**src/rtl/cpu64_l1_pkg.sv**
```systemverilog
// Shared L1 definitions: way geometry, refill FSM states and release type encodings.
package cpu64_l1_pkg;

  localparam int NUM_WAYS = 8;
  localparam int WAY_W    = 3;

  typedef enum logic [2:0] {
    ST_IDLE,
    ST_VICT,
    ST_TAGRD,
    ST_REL,
    ST_REL_WAIT,
    ST_ACQ,
    ST_ACQ_WAIT,
    ST_INST
  } refill_state_e;

  localparam logic REL_CLEAN = 1'b0;
  localparam logic REL_DIRTY = 1'b1;

endpackage

```
**src/rtl/cpu64_l1_refill_ctrl_if.sv**
```systemverilog
// Miss, PLRU/tag-array, release (C) and acquire (A/D) signals of the L1 refill controller.
interface cpu64_l1_refill_ctrl_if
  import cpu64_l1_pkg::*;
#(
  parameter int INDEX_W = 5,
  parameter int TAG_W   = 20
);
  logic                miss_valid_i;
  logic                miss_ready_o;
  logic [INDEX_W-1:0]  miss_set_i;
  logic [TAG_W-1:0]    miss_tag_i;
  logic [INDEX_W-1:0]  plru_set_o;
  logic [WAY_W-1:0]    victim_i;
  logic [NUM_WAYS-1:0] valid_i;
  logic [NUM_WAYS-1:0] dirty_i;
  logic                tag_rd_en_o;
  logic [WAY_W-1:0]    tag_rd_way_o;
  logic [TAG_W-1:0]    tag_rd_data_i;
  logic                rel_valid_o;
  logic                rel_ready_i;
  logic [TAG_W-1:0]    rel_tag_o;
  logic [WAY_W-1:0]    rel_way_o;
  logic                rel_data_o;
  logic                rel_ack_i;
  logic                acq_valid_o;
  logic                acq_ready_i;
  logic [TAG_W-1:0]    acq_tag_o;
  logic [WAY_W-1:0]    acq_way_o;
  logic                grant_done_i;
  logic                inst_we_o;
  logic [WAY_W-1:0]    inst_way_o;
  logic [TAG_W-1:0]    inst_tag_o;
  logic                plru_access_o;
  logic [WAY_W-1:0]    plru_way_o;
  logic                done_o;

  modport ctrl (
    input  miss_valid_i, miss_set_i, miss_tag_i, victim_i, valid_i, dirty_i,
           tag_rd_data_i, rel_ready_i, rel_ack_i, acq_ready_i, grant_done_i,
    output miss_ready_o, plru_set_o, tag_rd_en_o, tag_rd_way_o, rel_valid_o,
           rel_tag_o, rel_way_o, rel_data_o, acq_valid_o, acq_tag_o, acq_way_o,
           inst_we_o, inst_way_o, inst_tag_o, plru_access_o, plru_way_o, done_o
  );

  modport env (
    output miss_valid_i, miss_set_i, miss_tag_i, victim_i, valid_i, dirty_i,
           tag_rd_data_i, rel_ready_i, rel_ack_i, acq_ready_i, grant_done_i,
    input  miss_ready_o, plru_set_o, tag_rd_en_o, tag_rd_way_o, rel_valid_o,
           rel_tag_o, rel_way_o, rel_data_o, acq_valid_o, acq_tag_o, acq_way_o,
           inst_we_o, inst_way_o, inst_tag_o, plru_access_o, plru_way_o, done_o
  );
endinterface

```
**src/rtl/cpu64_l1_refill_ctrl.sv**
```systemverilog
// L1 miss handler: freezes the PLRU victim, releases it if valid, acquires the line and installs it.
//
// state       | meaning
// IDLE        | ready for a miss
// VICT        | sample PLRU victim and its valid/dirty bits
// TAGRD       | capture victim tag from the tag array
// REL         | release request held until accepted
// REL_WAIT    | waiting for ReleaseAck
// ACQ         | acquire request held until accepted
// ACQ_WAIT    | waiting for last grant beat
// INST        | tag write, PLRU update, done pulse
module cpu64_l1_refill_ctrl
  import cpu64_l1_pkg::*;
#(
  parameter int INDEX_W = 5,
  parameter int TAG_W   = 20
) (
  input logic                  clk_i,
  input logic                  rst_i,
  cpu64_l1_refill_ctrl_if.ctrl bus
);

  refill_state_e      state_q, state_d;
  logic [INDEX_W-1:0] set_q;
  logic [TAG_W-1:0]   tag_q;
  logic [TAG_W-1:0]   vtag_q;
  logic [WAY_W-1:0]   victim_q;
  logic               dirty_q;

  always_ff @(posedge clk_i) begin
    if (rst_i) begin
      state_q  <= ST_IDLE;
      set_q    <= '0;
      tag_q    <= '0;
      vtag_q   <= '0;
      victim_q <= '0;
      dirty_q  <= REL_CLEAN;
    end else begin
      state_q <= state_d;
      if (state_q == ST_IDLE && bus.miss_valid_i) begin
        set_q <= bus.miss_set_i;
        tag_q <= bus.miss_tag_i;
      end
      // Victim is frozen here; later PLRU movement must not redirect the refill.
      if (state_q == ST_VICT) begin
        victim_q <= bus.victim_i;
        dirty_q  <= bus.dirty_i[bus.victim_i];
      end
      if (state_q == ST_TAGRD) vtag_q <= bus.tag_rd_data_i;
    end
  end

  always_comb begin
    state_d           = state_q;
    bus.miss_ready_o  = 1'b0;
    bus.plru_set_o    = set_q;
    bus.tag_rd_en_o   = 1'b0;
    bus.tag_rd_way_o  = '0;
    bus.rel_valid_o   = 1'b0;
    bus.rel_tag_o     = '0;
    bus.rel_way_o     = '0;
    bus.rel_data_o    = REL_CLEAN;
    bus.acq_valid_o   = 1'b0;
    bus.acq_tag_o     = '0;
    bus.acq_way_o     = '0;
    bus.inst_we_o     = 1'b0;
    bus.inst_way_o    = '0;
    bus.inst_tag_o    = '0;
    bus.plru_access_o = 1'b0;
    bus.plru_way_o    = '0;
    bus.done_o        = 1'b0;

    unique case (state_q)
      ST_IDLE: begin
        bus.miss_ready_o = 1'b1;
        bus.plru_set_o   = bus.miss_set_i;
        if (bus.miss_valid_i) state_d = ST_VICT;
      end
      ST_VICT: begin
        if (bus.valid_i[bus.victim_i]) begin
          bus.tag_rd_en_o  = 1'b1;
          bus.tag_rd_way_o = bus.victim_i;
          state_d          = ST_TAGRD;
        end else begin
          state_d = ST_ACQ;
        end
      end
      ST_TAGRD: state_d = ST_REL;
      ST_REL: begin
        bus.rel_valid_o = 1'b1;
        bus.rel_tag_o   = vtag_q;
        bus.rel_way_o   = victim_q;
        bus.rel_data_o  = dirty_q;
        // An ack coinciding with the accept would be lost in REL_WAIT.
        if (bus.rel_ready_i) state_d = bus.rel_ack_i ? ST_ACQ : ST_REL_WAIT;
      end
      ST_REL_WAIT: if (bus.rel_ack_i) state_d = ST_ACQ;
      ST_ACQ: begin
        bus.acq_valid_o = 1'b1;
        bus.acq_tag_o   = tag_q;
        bus.acq_way_o   = victim_q;
        if (bus.acq_ready_i) state_d = bus.grant_done_i ? ST_INST : ST_ACQ_WAIT;
      end
      ST_ACQ_WAIT: if (bus.grant_done_i) state_d = ST_INST;
      ST_INST: begin
        bus.inst_we_o     = 1'b1;
        bus.inst_way_o    = victim_q;
        bus.inst_tag_o    = tag_q;
        bus.plru_access_o = 1'b1;
        bus.plru_way_o    = victim_q;
        bus.done_o        = 1'b1;
        state_d           = ST_IDLE;
      end
      default: state_d = ST_IDLE;
    endcase
  end

endmodule

```
**src/flat_wrapper.sv**
```systemverilog
// flat-port wrapper written by rule: the top's interface ports become plain ports
module cpu64_l1_refill_ctrl_flat import cpu64_l1_pkg::*;
#(
  parameter int INDEX_W = 5,
  parameter int TAG_W   = 20
)
  (clk_i, rst_i, bus_miss_valid_i, bus_miss_set_i, bus_miss_tag_i, bus_victim_i, bus_valid_i, bus_dirty_i, bus_tag_rd_data_i, bus_rel_ready_i, bus_rel_ack_i, bus_acq_ready_i, bus_grant_done_i, bus_miss_ready_o, bus_plru_set_o, bus_tag_rd_en_o, bus_tag_rd_way_o, bus_rel_valid_o, bus_rel_tag_o, bus_rel_way_o, bus_rel_data_o, bus_acq_valid_o, bus_acq_tag_o, bus_acq_way_o, bus_inst_we_o, bus_inst_way_o, bus_inst_tag_o, bus_plru_access_o, bus_plru_way_o, bus_done_o);
  cpu64_l1_refill_ctrl_if #(.INDEX_W(INDEX_W), .TAG_W(TAG_W)) bus_i ();
  input logic clk_i;
  input logic rst_i;
  input wire logic [$bits(bus_i.miss_valid_i)-1:0] bus_miss_valid_i;
  input wire logic [$bits(bus_i.miss_set_i)-1:0] bus_miss_set_i;
  input wire logic [$bits(bus_i.miss_tag_i)-1:0] bus_miss_tag_i;
  input wire logic [$bits(bus_i.victim_i)-1:0] bus_victim_i;
  input wire logic [$bits(bus_i.valid_i)-1:0] bus_valid_i;
  input wire logic [$bits(bus_i.dirty_i)-1:0] bus_dirty_i;
  input wire logic [$bits(bus_i.tag_rd_data_i)-1:0] bus_tag_rd_data_i;
  input wire logic [$bits(bus_i.rel_ready_i)-1:0] bus_rel_ready_i;
  input wire logic [$bits(bus_i.rel_ack_i)-1:0] bus_rel_ack_i;
  input wire logic [$bits(bus_i.acq_ready_i)-1:0] bus_acq_ready_i;
  input wire logic [$bits(bus_i.grant_done_i)-1:0] bus_grant_done_i;
  output wire logic [$bits(bus_i.miss_ready_o)-1:0] bus_miss_ready_o;
  output wire logic [$bits(bus_i.plru_set_o)-1:0] bus_plru_set_o;
  output wire logic [$bits(bus_i.tag_rd_en_o)-1:0] bus_tag_rd_en_o;
  output wire logic [$bits(bus_i.tag_rd_way_o)-1:0] bus_tag_rd_way_o;
  output wire logic [$bits(bus_i.rel_valid_o)-1:0] bus_rel_valid_o;
  output wire logic [$bits(bus_i.rel_tag_o)-1:0] bus_rel_tag_o;
  output wire logic [$bits(bus_i.rel_way_o)-1:0] bus_rel_way_o;
  output wire logic [$bits(bus_i.rel_data_o)-1:0] bus_rel_data_o;
  output wire logic [$bits(bus_i.acq_valid_o)-1:0] bus_acq_valid_o;
  output wire logic [$bits(bus_i.acq_tag_o)-1:0] bus_acq_tag_o;
  output wire logic [$bits(bus_i.acq_way_o)-1:0] bus_acq_way_o;
  output wire logic [$bits(bus_i.inst_we_o)-1:0] bus_inst_we_o;
  output wire logic [$bits(bus_i.inst_way_o)-1:0] bus_inst_way_o;
  output wire logic [$bits(bus_i.inst_tag_o)-1:0] bus_inst_tag_o;
  output wire logic [$bits(bus_i.plru_access_o)-1:0] bus_plru_access_o;
  output wire logic [$bits(bus_i.plru_way_o)-1:0] bus_plru_way_o;
  output wire logic [$bits(bus_i.done_o)-1:0] bus_done_o;
  assign bus_i.miss_valid_i = bus_miss_valid_i;
  assign bus_i.miss_set_i = bus_miss_set_i;
  assign bus_i.miss_tag_i = bus_miss_tag_i;
  assign bus_i.victim_i = bus_victim_i;
  assign bus_i.valid_i = bus_valid_i;
  assign bus_i.dirty_i = bus_dirty_i;
  assign bus_i.tag_rd_data_i = bus_tag_rd_data_i;
  assign bus_i.rel_ready_i = bus_rel_ready_i;
  assign bus_i.rel_ack_i = bus_rel_ack_i;
  assign bus_i.acq_ready_i = bus_acq_ready_i;
  assign bus_i.grant_done_i = bus_grant_done_i;
  assign bus_miss_ready_o = bus_i.miss_ready_o;
  assign bus_plru_set_o = bus_i.plru_set_o;
  assign bus_tag_rd_en_o = bus_i.tag_rd_en_o;
  assign bus_tag_rd_way_o = bus_i.tag_rd_way_o;
  assign bus_rel_valid_o = bus_i.rel_valid_o;
  assign bus_rel_tag_o = bus_i.rel_tag_o;
  assign bus_rel_way_o = bus_i.rel_way_o;
  assign bus_rel_data_o = bus_i.rel_data_o;
  assign bus_acq_valid_o = bus_i.acq_valid_o;
  assign bus_acq_tag_o = bus_i.acq_tag_o;
  assign bus_acq_way_o = bus_i.acq_way_o;
  assign bus_inst_we_o = bus_i.inst_we_o;
  assign bus_inst_way_o = bus_i.inst_way_o;
  assign bus_inst_tag_o = bus_i.inst_tag_o;
  assign bus_plru_access_o = bus_i.plru_access_o;
  assign bus_plru_way_o = bus_i.plru_way_o;
  assign bus_done_o = bus_i.done_o;
  cpu64_l1_refill_ctrl #(.INDEX_W(INDEX_W), .TAG_W(TAG_W)) u_core (.clk_i(clk_i), .rst_i(rst_i), .bus(bus_i));
endmodule
```
**config.mk**
```make
export PLATFORM = sky130hd
export DESIGN_NAME = cpu64_l1_refill_ctrl_flat
export DESIGN_NICKNAME = d
export VERILOG_FILES = /design/src/rtl/cpu64_l1_pkg.sv /design/src/rtl/cpu64_l1_refill_ctrl_if.sv /design/src/rtl/cpu64_l1_refill_ctrl.sv /design/src/flat_wrapper.sv
export SDC_FILE = /design/constraint.sdc
export NUM_CORES = 1
export LEC_CHECK = 0
export BUFFER_PORTS_ARGS = -buffer_cell sky130_fd_sc_hd__buf_2
export CAP_MARGIN = 10
export CORE_MARGIN = 1.5
export CORE_UTILIZATION = 44
export DETAILED_ROUTE_END_ITERATION = 10
export PLACE_DENSITY = 0.9
export SLEW_MARGIN = 20
export SYNTH_ARGS = -nofsm -noshare
export SYNTH_HDL_FRONTEND = slang
export SYNTH_SLANG_ARGS = --single-unit
export TNS_END_PERCENT = 50
```
**constraint.sdc**
```tcl
create_clock -name clk_i -period 1.8 [get_ports clk_i]
set_input_delay 0.09 -clock clk_i [delete_from_list [all_inputs] [get_ports clk_i]]
set_output_delay 0.09 -clock clk_i [all_outputs]
set_load 0.05 [all_outputs]
```
---- After elaboration in Yosys (flattened, before gate mapping) ----
Index checks and enable logic that the tools add are counted.
word-level totals
  memory bits (writable) .................. 0
  memory bits (read-only) ................. 0
  latch bits .............................. 0
  memories ................................ 0
  bits in registers ....................... 52
  input bits .............................. 71
  output and inout bits ................... 88
  word-level logic and storage cells ...... 51
cells by class
  $lt $le $gt $ge ......................... 1
  eq/ne operators ......................... 12
  shift-type cells ........................ 0
  multipliers ............................. 0
  divide/modulo/power cells ............... 0
  add/sub/neg operators ................... 0
  bitwise operators ....................... 0
  mux-type cells .......................... 29
  reductions and logical operators ........ 3
operators by type and width
  cell                  number
  $mux W20              3
  $mux W3               11
  $pmux W3 S8           1
  $eq A3 B3 Y1 const B  4
  $mux W1               11
  $ne A2 B2 Y1 const B  5
  $bmux W1 S3           2
  $eq A3 B2 Y1 const B  2
  $mux W5               1
  $reduce_and A5 Y1     1
  $lt A3 B4 Y1 const B  1
  $eq A3 B1 Y1 const B  1
  $logic_not A3 Y1      1
  $logic_and A1 B1 Y1   1

---- Logic depth before layout (Yosys ltp) ----
Gate-level depths: netlist (run 1).
  word-level depth ........................ 4
  mapped depth ............................ 6
  depth with buffers taken out ............ 4

---- Worst setup path before layout (run 1) ----
Ideal clock, no wire load.
  path type ............................... register to output
  start ................................... register u_core.state_q[1]
  end ..................................... output port bus_plru_way_o[0]
  data arrival time ....................... 2.356 ns
  data required time ...................... 1.710 ns
  path slack .............................. -0.646 ns
  stages on the path, launching flop included .. 7
  buffers on the path ..................... 3
  path through ............................ dfxtp_1 > buf_2 > nand2_1 > nor2_1 > clkbuf_1 > and2_1 > buf_4
between the ends
  word-level cells in the longest chain between the ends .. 2
ends and longest elaborated chain
  element                 line                        text
  from (decl)             cpu64_l1_refill_ctrl.sv:23  refill_state_e state_q, state_d;
  from (signal assigned)  cpu64_l1_refill_ctrl.sv:39  state_q <= state_d;
  $eq A3 B3 Y1            --
  $mux W3                 --
  to (decl)               flat_wrapper.sv:37          output wire logic [$bits(bus_i.plru_way_o)-1:0] bus_plru_way_o;
Every way passes these cells.

---- Worst setup path in the final report (run 1) ----
  start ................................... register u_core.state_q[0]
  end ..................................... output port bus_plru_set_o[0]
between the ends
  word-level cells in the longest chain between the ends .. 2
ends and longest elaborated chain
  element           line                        text
  $logic_not A3 Y1  cpu64_l1_refill_ctrl.sv:73  unique case (state_q)
  $mux W5           cpu64_l1_refill_ctrl.sv:73
  to (decl)         flat_wrapper.sv:23          output wire logic [$bits(bus_i.plru_set_o)-1:0] bus_plru_set_o;
Every way passes these cells.

==> summary.md, run 1 <==
| Metric | Value |
|---|---|
| Post-Place Cells | 564 |
| Cells after Synth | 348 |
| Total Wirelength | 7453 um |
| Largest net degree at the start of global routing | 41 |
| Die area | 6630 um^2 |
| Initial Util | 0.4571 |
| Clk Latency, worst-skew pair | 310 ps |
| FP Rows | 28 |
| Ys async rst share | 0 |
| Logic pwr share | 0.466 |
| Max-slew violations | 0 |
| Synth Net Count | 419 |
| DRT Pass-1 Iters | 4 |
| ANT cells | 0 |
| Sequential share of power | 0.379 |
| LEAKAGE | 1.849 nW |
| Worst Path Arrival | 1640 ps |
| Final hold vios | 0 |
| Final period util | 0.9628 |
| Switching power | 1.722 mW |
| Routed len/inst | 12.96 um |
| Pwr dens | 1081 nW/um^2 |
| GPL Wtd Cong | 0.7847 |
| 1st-iter DRT viols | 101 |
| H-Tree Depth | 2 |
| CTS tree | yes |
| CP Capture Type | primary output |
| Setup CP Type | reg -> out |
| R2r startpoint | u_core.state_q[2] |
| Syn-to-layout area delta | 40.31% |
| CTS Sinks | 52 |
| Main area contributors after synthesis | dfxtp_1, and2_1, nand2_1, a21oi_1, mux2_2 |
| Root Buffer | clkbuf_8 |
| Mapped cell area | 2706 um^2 |
| Setup TNS | 0 ps |
| Number of cells on the worst reg-to-reg path | 5 |
| Top FF cell, synth | dfxtp_1 |
| Grt total ovfl | 0 |
| Clock skew | 12.69 ps |
| Most common cell in the netlist | nand2_1 |
| R2r endpoint | u_core.vtag_q[5] |
| Crit path from | u_core.state_q[0] |
| Slew @ Worst Pin | 717.5 ps |
| Sw Ratio | 0.4194 |
| Flop-to-flop setup slack | 110 ps |
| Tot GR Track Use | 0.2108 |
| Num CTS Buffers | 5 |
| Mapped Avg Cell Area | 7.777 um^2 |
| Worst Path Required | 1710 ps |
| Status | complete, no violations |
| Worst rel slew slack | 0.5217 |
| Layout Nets | 571 |
| Post-DP Area | 3551 um^2 |
| Clock network fraction of total power | 0.155 |
| CP max FO | 11 |
| Fin util | 0.6414 |
| Final cell area excluding filler cells | 3797 um^2 |
| Initial antenna violation count | 0 |
| Share of cells above drive strength 1 | 0.4060 |
| Final worst path period need | 1733 ps |
| Number of top-level pins | 159 |
| Netlist cell types | 32 |
| HP Class | in -> reg |
| Vias per inst | 4.990 |
| Pint | 2.384 mW |
| Yosys reg bits | 52 |
| Max-Cap Viols | 0 |
| Most common library cells after synthesis | nand2_1, and2_1, dfxtp_1 |
| Syn. warnings | 0 |
| CP Launch Type | flip-flop |
| Final ANT Viol Nets | 0 |
| Die span in y | 81.43 um |
| Unrepaired setup endpoints after global routing | yes |
| Largest area contributor in the netlist | dfxtp_1 |
| Post-synth EDFFs | 0 |
| Detailed-route DRC error count | 0 |
| VDD IR max | 589.0 uV |
| Synth top area share | 0.3847 |
| First-pass GRT wire length | 10,870 um |
| Clk pin slew, worst setup/hold paths | 100 ps |
| Worst Setup EP | bus_plru_set_o[0] |
| CTS max path bufs | 2 |
| Seq/Total Area, Yosys | 0.3847 |
| Max Clock Freq | 577.0 MHz |
| Non-Filler Instances | 575 |
| # fillers | 513 |
| Vias in the first global route | 2,491 |
| Via count | 2,869 |
| Core Region | 5921 um^2 |
| DP HPWL | 5469 um |
| Die width | 81.43 um |
| # setup viols final | 0 |
| Input/output buffers | 158 |
## flip-flops by register name, summed over array words and instances (netlist names)
| register | cells |
|---|---|
| u_core.tag_q | 20 |
| u_core.victim_q | 3 |
| u_core.dirty_q | 1 |
| u_core.set_q | 5 |
| u_core.state_q | 3 |
| u_core.vtag_q | 20 |
## cell type report
type | count | area, um^2 | share of cell area
clock buffers | 5 | 68.82 | 0.01812
clock inverters | 2 | 12.51 | 0.003295
inverters | 4 | 15.01 | 0.003954
multi-input cells | 262 | 1513 | 0.3984
flip-flops and latches | 52 | 1050 | 0.2764
well taps | 75 | 93.84 | 0.02471
repair buffers | 175 | 1045 | 0.2751
## kinds of logic (layout without fill, tap and decap cells)
family / Yosys count / in the layout / synth area share
flip-flops: 52 / 52 / 0.3847
AND/OR/NAND/NOR: 189 / 189 / 0.3454
buffers and inverters: 34 / 186 / 0.06657
multiplexers: 15 / 15 / 0.08414
AO/OA/AOI/OAI: 58 / 58 / 0.1193
## timing repair
| action | 4_1_cts | 5_1_grt |
|---|---|---|
| hold buffers | 1 | 1 |
| buffers inserted | 0 | 1 |
| gates resized for setup | 32 | 16 |
| pin swaps | 0 | 1 |
| cloned | 0 | 1 |
| setup endpoints to repair | 85 | 75 |
| hold endpoints to repair | 1 | 1 |
## per-stage QoR
step	worst slack (ps)	hold WS (ps)	total power, mW
floorplan	-86.77	226.0	2.865
global placement	83.79	329.2	3.277
detailed placement	79.38	338.6	3.346
CTS	-27.93	0.9036	4.041
global route	-3.205	5.709	4.361
finish	66.90	14.12	4.106
## routing by layer
metal	global-route usage	vias to the layer above	share of wire
met5	0	-	0
met2	0.4190	103	0.54
li1	-	1429	-
met1	0.2201	1328	0.39
met3	0.03778	9	0.066
met4	0.06552	0	0.011
## critical path, stage by stage, from the launching register on
cell and delay [ps]:
dfxtp_4 400, nor3_4 230, buf_12 150, mux2_2 340, buf_2 210
## power by group through the flow
stage / Sequential, mW / Clock, mW / Combinational [mW]
2_1_floorplan: 1.49 / 0 / 1.37
3_3_place_gp: 1.55 / 0 / 1.73
3_5_place_dp: 1.57 / 0 / 1.78
4_1_cts: 1.55 / 0.671 / 1.82
5_1_grt: 1.59 / 0.703 / 2.07
6_report: 1.56 / 0.636 / 1.91
## worst min-delay path by stage
| stage | start | endpoint | cells past startpoint |
|---|---|---|---|
| finish | bus_tag_rd_data_i[17] | u_core.vtag_q[17] | 3 |
| global route | bus_tag_rd_data_i[17] | u_core.vtag_q[17] | 3 |
| global placement | bus_tag_rd_data_i[19] | u_core.vtag_q[19] | 3 |
| floorplan | bus_tag_rd_data_i[0] | u_core.vtag_q[0] | 2 |
| detailed placement | bus_tag_rd_data_i[19] | u_core.vtag_q[19] | 3 |
| CTS | bus_tag_rd_data_i[1] | u_core.vtag_q[1] | 3 |
## placed cells by master, fill, tap and decap left out, types with 2 or more instances in the layout
master,netlist,layout
a211oi_1,2,2
a21oi_1,46,46
nand2_1,97,96
o21ai_0,3,3
clkbuf_4,0,8
buf_2,5,124
o211ai_1,2,2
nor2_2,1,2
nor2_1,8,6
and2_2,1,2
mux2_2,6,6
clkbuf_8,0,5
dfxtp_1,52,49
mux4_1,2,2
dlygate4sd3_1,0,2
dfxtp_4,0,2
o211a_1,2,2
and2_1,73,71
buf_4,7,36
buf_12,0,2
nand3b_1,2,2
mux2i_1,4,4
inv_1,4,4
buf_6,2,3
nor3_4,1,2
mux4_2,2,2
Note: power is estimated with default switching activity, not from simulation.
==> run 2, diff against run 1 <==
BUFFER_PORTS_ARGS = not set   (was -buffer_cell sky130_fd_sc_hd__buf_2)
CORE_ASPECT_RATIO = 1.5   (was not set)
CORE_UTILIZATION = 55   (was 44)
DONT_BUFFER_PORTS = 1   (was not set)
PLACE_DENSITY = 0.79   (was 0.9)
==> summary.md, run 2 <==
| Metric | Value |
|---|---|
| Status | aborted with a tool error |
| Stage where the run ended | clock tree synthesis |
| Error msg | [ERROR DPL-0038] Utilization greater than 100%, impossible to legalize |
| Netlist cell types | 32 (unchanged) |
| Largest area contributor in the netlist | dfxtp_1 |
| Synth Net Count | 419 (unchanged) |
| Number of top-level pins | 159 (unchanged) |
| Top FF cell, synth | dfxtp_1 |
| Hold Buf Count CTS | 47 (+46) |
| Post-DP Area | 4190 um^2 (+18%) |
| CTS max path bufs | 2 (unchanged) |
| DP HPWL | 6784 um (+24%) |
| Num CTS Buffers | 5 (unchanged) |
| Ys async rst share | 0 (unchanged) |
| Yosys reg bits | 52 (unchanged) |
| Seq/Total Area, Yosys | 0.3847 (unchanged) |
| Post-CTS sizing | 10 (-69%) |
| GPL Wtd Cong | 0.7737 (-1.4%) |
| Initial Util | 0.5673 (+0.1102) |
| Syn. warnings | 0 (unchanged) |
| Mapped Avg Cell Area | 7.777 um^2 (unchanged) |
| Root Buffer | clkbuf_8 |
| H-Tree Depth | 2 (unchanged) |
| FP Rows | 31 (+11%) |
| Cells after Synth | 348 (unchanged) |
| Most common library cells after synthesis | nand2_1, and2_1, dfxtp_1 |
| Die width | 60.28 um (-26%) |
| Main area contributors after synthesis | dfxtp_1, and2_1, nand2_1, a21oi_1, mux2_2 |
| Most common cell in the netlist | nand2_1 |
| Pre-CTS setup slack | 60.59 ps (-18.80 ps) |
| Mapped cell area | 2706 um^2 (unchanged) |
| CTS Sinks | 52 (unchanged) |
| Post-Place Cells | 469 (-17%) |
| Input/output buffers | 0 (-100%) |
| Synth top area share | 0.3847 (unchanged) |
| Die span in y | 88.91 um (+9.2%) |
| Postcts setup bufs | 3 (+3) |
| Post-synth EDFFs | 0 (unchanged) |
-- run 2: cell counts after synthesis --
No cell type changed its count.
-- run 2: stage by stage --
step / util / setup TNS (ps)
floorplan: - / -227.5
global placement: 0.8783 / 0
detailed placement: 0.8783 / 0
-- run 2: logic make-up after synthesis --
family                 synth area share
AOI/OAI and AO/OA                0.1193
buffers and inverters           0.06657
DFF                              0.3847
muxes                           0.08414
and+or+nand+nor                  0.3454
==> run 3, diff against run 2 <==
CORE_ASPECT_RATIO = not set   (was 1.5)
CORE_UTILIZATION = 40   (was 55)
PLACE_DENSITY = not set   (was 0.79)
PLACE_DENSITY_LB_ADDON = 0.15   (was not set)
==> summary.md, run 3 (synthesis gave the netlist of run 1 again) <==
| Metric | Value |
|---|---|
| Status | finished with violations |
| Failing checks | design-rule violations |
| # setup viols final | 0 |
| Largest regs | u_core.tag_q: 20 flops, u_core.vtag_q: 20 flops, u_core.set_q: 5 flops |
| Share of cells above drive strength 1 | 0.2597 |
| VDD IR max | 547.1 uV |
| Input/output buffers | 0 (unchanged) |
| HP Class | in -> reg |
| WHS Path Cells | 2 |
| DP HPWL | 5356 um (-21%) |
| M3 GR Usage | 0.04572 |
| R2r startpoint | u_core.state_q[0] |
| First-pass GRT wire length | 13,310 um |
| Die area | 7268 um^2 |
| Total Wirelength | 8388 um |
| ANT cells | 0 |
| Fin util | 0.7621 |
| Cells along the critical path | nand2b_4 -> nor2_4 -> buf_12 -> and2_1 -> buf_12 |
| Final period util | 0.9621 |
| Vias in the first global route | 2,730 |
| 1st-iter DRT viols | 124 |
| Final ANT Viol Nets | 0 |
| Setup ws final | 68.23 ps |
| Flop-to-flop setup slack | 220 ps |
| Max-slew violations | 0 |
| Tot GR Track Use | 0.2246 |
| Vias per inst | 5.093 |
| Worst Path Required | 1710 ps |
| DRT Pass-1 Iters | 7 |
| CP Launch Type | flip-flop |
| Non-Filler Instances | 539 |
| GPL Wtd Cong | 0.8268 (+6.9%) |
| CP Capture Type | primary output |
| FP Rows | 29 (-6.5%) |
| Worst Path Arrival | 1640 ps |
| Clk Latency, worst-skew pair | 300 ps |
| Most frequent cells in the layout | nand2_1, buf_12, and2_1 |
| Clock skew | 5.571 ps |
| Pre-CTS setup slack | 176.6 ps (+116.0 ps) |
| Die width | 85.26 um (+41%) |
| Grt met1 use | 0.2756 |
| Max Clock Freq | 577.4 MHz |
| CTS Sinks | 52 (unchanged) |
| Final hold vios | 0 |
| Syn-to-layout area delta | 81.88% |
| Die span in y | 85.26 um (-4.1%) |
| LEAKAGE | 1.909 nW |
| Hold endpoint | u_core.state_q[1] |
| CP max FO | 13 |
| Core Region | 6459 um^2 |
| Power Total | 4.229 mW |
| CTS max path bufs | 2 (unchanged) |
| Detailed-route DRC error count | 14 |
| Layout Nets | 532 |
| Post-Place Cells | 481 (+2.6%) |
| Via count | 2,745 |
| H-Tree Depth | 2 (unchanged) |
| Max-Cap Viols | 0 |
| Largest net degree at the start of global routing | 54 |
| Clk pin slew, worst setup/hold paths | 90 ps |
| Slew @ Worst Pin | 728.1 ps |
| Worst rel slew slack | 0.5146 |
| CTS tree | yes |
| Met2 global-route usage | 0.4040 |
| Final worst path period need | 1732 ps |
| Crit-path leading delay family | simple AND/OR/NAND/NOR gates |
| Hold path start | rst_i |
| Initial antenna violation count | 0 |
| Pwr dens | 859.2 nW/um^2 |
| Number of top-level pins | 159 (unchanged) |
| Setup TNS | 0 ps |
| Most common cell after layout, fill and taps aside | nand2_1 |
| Routed len/inst | 15.56 um |
| Worst path bufs/invs | 2 |
| CP max stage delay | 390 ps |
| Num CTS Buffers | 5 (unchanged) |
| CP most frequent cell | buf_12 |
| Initial Util | 0.4190 (-0.1482) |
| Root Buffer | clkbuf_8 |
| Most Used Layer, Global Route | met2 |
| Number of cells on the worst reg-to-reg path | 4 |
| R2r endpoint | u_core.vtag_q[7] |
| Setup CP Type | reg -> out |
| Slowest-stage cell, CP | dfxtp_2 |
| Grt total ovfl | 0 |
| Postcts setup bufs | 0 (-3) |
==> run 3: how the worst max path moves through the flow <==
stage | startpoint | endpoint | slack [ps] | cells after the start
2_1_floorplan | u_core.state_q[1] | bus_plru_way_o[0] | -90 | 6
3_5_place_dp | u_core.state_q[0] | u_core.state_q[0] | 180 | 4
3_3_place_gp | u_core.state_q[0] | bus_acq_tag_o[1] | 240 | 5
6_report | u_core.state_q[1] | bus_acq_tag_o[7] | 70 | 5
4_1_cts | u_core.state_q[0] | bus_acq_way_o[0] | 8 | 5
5_1_grt | u_core.state_q[1] | bus_acq_way_o[0] | -20 | 5
==> run 3: power breakdown <==
| group | internal (mW) | switching, mW |
|---|---|---|
| sequential | 1.38 | 0.198 |
| clock | 0.413 | 0.374 |
| combinational | 0.692 | 1.17 |
| total | 2.49 | 1.74 |
==> run 3: cell type report <==
type | count | area [um^2]
Timing Repair Buffer | 136 | 2126
Fill cell | 429 | 1536
Multi-Input combinational cell | 262 | 1528
Sequential cell | 52 | 1050
Tap cell | 77 | 96.34
Clock buffer | 6 | 72.57
Clock inverter | 2 | 35.03
Inverter | 4 | 15.01
==> run 3: routing by layer <==
layer / vias to the layer above / routed length [um]
li1: 1350 / -
met2: 104 / 4333
met5: - / 0
met3: 7 / 576
met1: 1284 / 3403
met4: 0 / 74
==> run 3: per-stage QoR <==
| stage | instance area, um^2 | hold WS (ps) |
|---|---|---|
| global route | 4922 | 48.72 |
| global placement | 4262 | 163.3 |
| finish | 4922 | 53.61 |
| CTS | 4877 | 38.45 |
| floorplan | 2726 | 226.0 |
| detailed placement | 4262 | 165.2 |
==> run 3: timing repair <==
item                                   4_1_cts  5_1_grt
pin swaps                                    0        1
hold buffers                                49        0
gates resized for setup                      4        6
cloned                                       0        1
endpoints found under the hold margin       52        0
setup endpoints to repair                   77       62
